File: config.mk
export PLATFORM = sky130hd
export DESIGN_NAME = sobel_win_fetch
export DESIGN_NICKNAME = d
export VERILOG_FILES = /design/src/rtl/sobel_win_fetch.sv
export SDC_FILE = /design/constraint.sdc
export NUM_CORES = 1
export LEC_CHECK = 0
export CORE_MARGIN = 2
export CORE_UTILIZATION = 40
export CTS_BUF_LIST = sky130_fd_sc_hd__clkbuf_2
export DETAILED_ROUTE_END_ITERATION = 12
export PLACE_DENSITY = 0.68
export SLEW_MARGIN = 15
export SYNTH_ARGS = -nofsm -noshare
export SYNTH_HDL_FRONTEND = slang
export SYNTH_SLANG_ARGS = --single-unit
File: constraint.sdc
create_clock -name clk -period 4.8 [get_ports clk]
set_input_delay 1.2 -clock clk [delete_from_list [all_inputs] [get_ports clk]]
set_output_delay 1.2 -clock clk [all_outputs]
set_load 0.02 [all_outputs]
File: src/rtl/sobel_win_fetch.sv
// rtl/sobel_win_fetch.sv - Sobel read-side controller: walks interior pixels and
// fetches each 3x3 neighbourhood over two BRAM read ports into a valid/ready window.
module sobel_win_fetch #(
  parameter int DATA_WIDTH = 8,
  parameter int ADDR_WIDTH = 16,
  parameter int IMG_W      = 256,
  parameter int IMG_H      = 256
) (
  input  logic                    clk,
  input  logic                    reset,
  input  logic                    start,
  output logic                    busy,
  output logic                    done,
  output logic [ADDR_WIDTH-1:0]   addr0,
  output logic [ADDR_WIDTH-1:0]   addr1,
  output logic                    ce0,
  output logic                    ce1,
  output logic                    we0,
  output logic                    we1,
  input  logic [DATA_WIDTH-1:0]   q0,
  input  logic [DATA_WIDTH-1:0]   q1,
  output logic [9*DATA_WIDTH-1:0] win_data,
  output logic [ADDR_WIDTH-1:0]   win_x,
  output logic [ADDR_WIDTH-1:0]   win_y,
  output logic                    win_valid,
  input  logic                    win_ready
);

  typedef enum logic [2:0] {
    S_IDLE  = 3'd0,
    S_RD    = 3'd1,
    S_CAP   = 3'd2,
    S_VALID = 3'd3,
    S_DONE  = 3'd4
  } state_t;

  localparam logic [ADDR_WIDTH-1:0] W_A    = ADDR_WIDTH'(IMG_W);
  localparam logic [ADDR_WIDTH-1:0] X_LAST = ADDR_WIDTH'(IMG_W - 2);
  localparam logic [ADDR_WIDTH-1:0] Y_LAST = ADDR_WIDTH'(IMG_H - 2);
  localparam logic [ADDR_WIDTH-1:0] ONE_A  = ADDR_WIDTH'(1);
  localparam logic [ADDR_WIDTH-1:0] TWO_A  = ADDR_WIDTH'(2);
  localparam logic [ADDR_WIDTH-1:0] THREE_A = ADDR_WIDTH'(3);

  state_t                  state_q, state_d;
  logic [2:0]              k_q, k_d;
  logic [ADDR_WIDTH-1:0]   x_q, x_d;
  logic [ADDR_WIDTH-1:0]   y_q, y_d;
  logic [ADDR_WIDTH-1:0]   base_q, base_d;
  logic [ADDR_WIDTH-1:0]   addr0_q, addr0_d;
  logic [ADDR_WIDTH-1:0]   addr1_q, addr1_d;
  logic                    ce0_q, ce0_d;
  logic                    ce1_q, ce1_d;
  logic [DATA_WIDTH-1:0]   win_q [0:8];
  logic [DATA_WIDTH-1:0]   win_d [0:8];
  logic                    cap_en;
  logic [2:0]              cap_k;

  // base is the top-left (x-1, y-1) address; element (r,c) sits at base + r*IMG_W + c.
  function automatic logic [ADDR_WIDTH-1:0] elem_addr(input logic [ADDR_WIDTH-1:0] base,
                                                      input logic [3:0]            e);
    logic [ADDR_WIDTH-1:0] row_off;
    logic [ADDR_WIDTH-1:0] col_off;
    case (e)
      4'd0, 4'd1, 4'd2: row_off = '0;
      4'd3, 4'd4, 4'd5: row_off = W_A;
      default:          row_off = W_A + W_A;
    endcase
    case (e)
      4'd0, 4'd3, 4'd6: col_off = '0;
      4'd1, 4'd4, 4'd7: col_off = ONE_A;
      default:          col_off = TWO_A;
    endcase
    return base + row_off + col_off;
  endfunction

  always_comb begin
    state_d = state_q;
    k_d     = k_q;
    x_d     = x_q;
    y_d     = y_q;
    base_d  = base_q;

    case (state_q)
      S_IDLE: begin
        if (start) begin
          state_d = S_RD;
          k_d     = 3'd0;
          x_d     = ONE_A;
          y_d     = ONE_A;
          base_d  = '0;
        end
      end
      S_RD: begin
        if (k_q == 3'd4) begin
          state_d = S_CAP;
        end else begin
          k_d = k_q + 3'd1;
        end
      end
      S_CAP: begin
        state_d = S_VALID;
      end
      S_VALID: begin
        if (win_ready) begin
          if (x_q == X_LAST && y_q == Y_LAST) begin
            state_d = S_DONE;
          end else begin
            state_d = S_RD;
            k_d     = 3'd0;
            // Wrapping to the next row skips the two border columns: top-left moves by 3.
            if (x_q == X_LAST) begin
              x_d    = ONE_A;
              y_d    = y_q + ONE_A;
              base_d = base_q + THREE_A;
            end else begin
              x_d    = x_q + ONE_A;
              base_d = base_q + ONE_A;
            end
          end
        end
      end
      S_DONE: begin
        state_d = S_IDLE;
      end
      default: begin
        state_d = S_IDLE;
      end
    endcase
  end

  // Read strobes are registered, so they are computed from the next-cycle step.
  always_comb begin
    ce0_d   = (state_d == S_RD);
    ce1_d   = (state_d == S_RD) && (k_d != 3'd4);
    addr0_d = addr0_q;
    addr1_d = addr1_q;
    if (state_d == S_RD) begin
      addr0_d = elem_addr(base_d, {k_d, 1'b0});
      if (k_d != 3'd4) begin
        addr1_d = elem_addr(base_d, {k_d, 1'b1});
      end
    end
  end

  // Data for issue step k arrives one cycle later: during RD k+1, or CAP for step 4.
  always_comb begin
    cap_en = (state_q == S_CAP) || (state_q == S_RD && k_q != 3'd0);
    cap_k  = (state_q == S_CAP) ? 3'd4 : (k_q - 3'd1);
    for (int e = 0; e < 9; e++) begin
      win_d[e] = win_q[e];
    end
    if (cap_en) begin
      win_d[{cap_k, 1'b0}] = q0;
      if (cap_k != 3'd4) begin
        win_d[{cap_k, 1'b1}] = q1;
      end
    end
  end

  always_ff @(posedge clk) begin
    if (reset) begin
      state_q <= S_IDLE;
      k_q     <= '0;
      x_q     <= '0;
      y_q     <= '0;
      base_q  <= '0;
      addr0_q <= '0;
      addr1_q <= '0;
      ce0_q   <= 1'b0;
      ce1_q   <= 1'b0;
      for (int e = 0; e < 9; e++) begin
        win_q[e] <= '0;
      end
    end else begin
      state_q <= state_d;
      k_q     <= k_d;
      x_q     <= x_d;
      y_q     <= y_d;
      base_q  <= base_d;
      addr0_q <= addr0_d;
      addr1_q <= addr1_d;
      ce0_q   <= ce0_d;
      ce1_q   <= ce1_d;
      for (int e = 0; e < 9; e++) begin
        win_q[e] <= win_d[e];
      end
    end
  end

  always_comb begin
    win_data = '0;
    for (int e = 0; e < 9; e++) begin
      win_data[e*DATA_WIDTH +: DATA_WIDTH] = win_q[e];
    end
  end

  assign busy      = (state_q == S_RD) || (state_q == S_CAP) || (state_q == S_VALID);
  assign done      = (state_q == S_DONE);
  assign win_valid = (state_q == S_VALID);
  assign win_x     = x_q;
  assign win_y     = y_q;
  assign addr0     = addr0_q;
  assign addr1     = addr1_q;
  assign ce0       = ce0_q;
  assign ce1       = ce1_q;
  assign we0       = 1'b0;
  assign we1       = 1'b0;

endmodule

==> flow_summary.json, run 1 <==
{
  "rows": 50,
  "root_buffer": "clkbuf_2",
  "fin_hold_ws_ns": 0.472,
  "postCtsSetupBuffers": 0,
  "synth_ff_type": "dfxtp_1",
  "first_pass_iters": 5,
  "critPathCapture": "addr0[15]$_SDFFE_PP0P_",
  "antenna_found_initial": 1,
  "nets": 1135,
  "place_inst": 1313,
  "gr-total-overflow": 0,
  "synthArstFlopShare": 0,
  "clock_sinks": 160,
  "io_buffers": 160,
  "finalCriticalPeriod_ns": 4.57,
  "via_per_inst": 5.27,
  "synthTopCellsByArea": "dfxtp_1 43%, nor2_1 7.8%, nand2_1 6.2%, a21oi_1 6.2%, mux2i_1 3.1%",
  "setup_slack_ns": 0.229,
  "outcome": "finished clean",
  "dp_slack_ns": 0.0124,
  "hold_viol_final": 0,
  "ir_drop_mv": 0.134,
  "cp-end-kind": "flip-flop",
  "finalSetupViolCount": 0,
  "rsz0062_at_grt": "false",
  "crit_arrival_ns": 5.30,
  "synth_top_cell_by_area": "dfxtp_1",
  "final_cell_mix": "160 x dfxtp_1, 159 x clkdlybuf4s50_1, 157 x nor2_1",
  "dieArea_mm2": 0.0199,
  "p_leak_nw": 3.64,
  "cp-startpoint": "win_x[1]$_SDFFE_PP0P_",
  "vias": 7091,
  "synth.distinct_cells": 75,
  "avgRoutedWirePerCell_um": 15.4,
  "clk_latency_ns": 0.82,
  "rr_worst_depth": 14,
  "r2r_slack_ns": 0.23,
  "gp_congestion": 0.877,
  "rr_endpoint": "addr0[15]$_SDFFE_PP0P_",
  "synth_edf_count": 0,
  "hold_depth": 2,
  "netlist_area_mm2": 0.00753,
  "crit_fanout": 5,
  "relSlewSlack": 0.273,
  "drive_gt1_frac": 0.0873,
  "stdcell_area_mm2": 0.00979,
  "rr_startpoint": "win_x[1]$_SDFFE_PP0P_",
  "dpl_cell_area_mm2": 0.00951,
  "die_w_um": 141,
  "synthToLayoutAreaGrowth_pct": 30.1,
  "hpwl_mm": 14.8,
  "finClkSkew_ns": 0.0750,
  "cp.required_ns": 5.53,
  "p_per_area_mw_per_mm2": 237,
  "grt_max_degree": 79,
  "dieHeight_um": 141,
  "instances_no_fill": 1346,
  "htreeDepth": 4,
  "ant_nets": 0,
  "yosysTopAreaCellShare": 0.425,
  "wl_mm": 20.7,
  "min_period_over_period": 0.952,
  "cp-start-kind": "flip-flop",
  "cap_violations": 0,
  "fmax_mhz": 219,
  "avgSynthCellArea_um2": 8.10,
  "cts_tree": "yes",
  "finalSetupTns_ns": 0,
  "coreArea_mm2": 0.0186,
  "criticalPathCategory": "flip-flop to flip-flop",
  "grt_use_total": 0.207,
  "drc": 0,
  "num_io_pins": 163,
  "ys_seq_elements": 160,
  "worst-slew-pin-transition_ns": 1.09,
  "first_iter_violations": 454,
  "clk_pin_slew_ns": 0.28,
  "grt_pass1_wl_mm": 33.4,
  "cts_buffers": 17,
  "cts_buffer_depth": 2,
  "start_util": 0.405,
  "yosysWarnings": 0,
  "first_global_vias": 6454,
  "syn_inst": 930,
  "hold_path_class": "flip-flop to flip-flop",
  "drv_slew": 0,
  "ys_seq_area_frac": 0.425,
  "final_common_cell": "dfxtp_1"
}
metrics by stage:
stage | util | power (W)
final | 0.527 | 0.00233
after global routing | 0.527 | 0.00243
after CTS | 0.526 | 0.00235
after detailed placement | 0.512 | 0.00156
after global placement | 0.512 | 0.00156
after floorplan | - | 0.00148
final cells by class:
type	instances	area (um2)
clock inverters	15	184
clock buffers	17	85.1
well taps	234	293
multi-input cells	695	4040
repair buffers	197	1880
fillers	1774	8790
inverters	27	106
flip-flops and latches	160	3200
diodes	1	2.50
power breakdown:
part / total [W] / switching, W / internal [W]
combinational: 0.000186 / 0.000117 / 0.0000692
sequential: 0.00136 / 0.0000101 / 0.00135
clock: 0.000783 / 0.000597 / 0.000186
critical path, stage by stage, from the launching register on:
cell       delay (ns)
dfxtp_1          0.40
ha_1             0.13
or4b_1           0.42
or4_4            0.56
fa_1             0.39
and3b_1          0.30
nand3_1          0.13
a2111oi_1        0.51
buf_4            0.21
nor3b_1          0.17
a21oi_1          0.09
or3_4            0.40
or2_4            0.27
or4_1            0.39
and3_1           0.15
kinds of logic after synthesis:
logic type                 count (synthesis)  synth area share
other                                      1          0.000498
muxes                                     31            0.0430
xor gates and xnor gates                  38            0.0442
AOI/OAI and AO/OA                        190             0.158
buffers and inverters                     76            0.0412
adders and majority gates                 18            0.0326
and+or+nand+nor                          416             0.255
DFF                                      160             0.425
cells in the mapped netlist (all sizes together), types with 12 or more instances:
cell type / count
nand2: 125
ha: 14
nor2: 157
inv: 26
nand3: 29
xnor2: 15
a21oi: 93
a211oi: 12
nand4: 13
nor3: 17
a31oi: 12
o21ai: 33
dfxtp: 160
mux2i: 23
and3: 12
clkbuf: 40
xor2: 23
timing repair:
item / 4_1_cts / 5_1_grt
hold buffers: 0 / 0
endpoints found under the hold margin: 0 / 0
gates resized for setup: 0 / 3
endpoints found under the setup margin: 0 / 3
how the worst min path moves through the flow:
| stage | to | start |
|---|---|---|
| 2_1_floorplan | addr0[0]$_SDFFE_PP0P_ | addr0[0]$_SDFFE_PP0P_ |
| 3_3_place_gp | win_q[0][22]$_SDFFE_PP0P_ | win_q[0][22]$_SDFFE_PP0P_ |
| 3_5_place_dp | win_q[0][22]$_SDFFE_PP0P_ | win_q[0][22]$_SDFFE_PP0P_ |
| 4_1_cts | win_q[0][50]$_SDFFE_PP0P_ | win_q[0][50]$_SDFFE_PP0P_ |
| 5_1_grt | win_q[0][22]$_SDFFE_PP0P_ | win_q[0][22]$_SDFFE_PP0P_ |
| 6_report | addr0[5]$_SDFFE_PP0P_ | addr0[5]$_SDFFE_PP0P_ |
per-layer routing:
layer | global-route usage | share of wire | vias up
li1 | - | - | 3552
met1 | 0.288 | 0.47 | 3302
met2 | 0.324 | 0.46 | 207
met3 | 0.0469 | 0.057 | 30
met4 | 0.0563 | 0.018 | 0
met5 | 0 | 0 | -
state kept, by name (all words and copies together) (netlist names):
signal / count
win_y: 16
ce1: 1
k_q: 3
addr0: 16
win_q: 72
win_x: 16
state_q: 3
ce0: 1
base_q: 16
addr1: 16
Note: power is estimated with default switching activity, not from simulation.
==> run 2, diff against run 1 <==
- CTS_CLUSTER_SIZE: not set -> 16
==> results of run 2 <==
Final layout, timing and power as in run 1 (identical DEF).
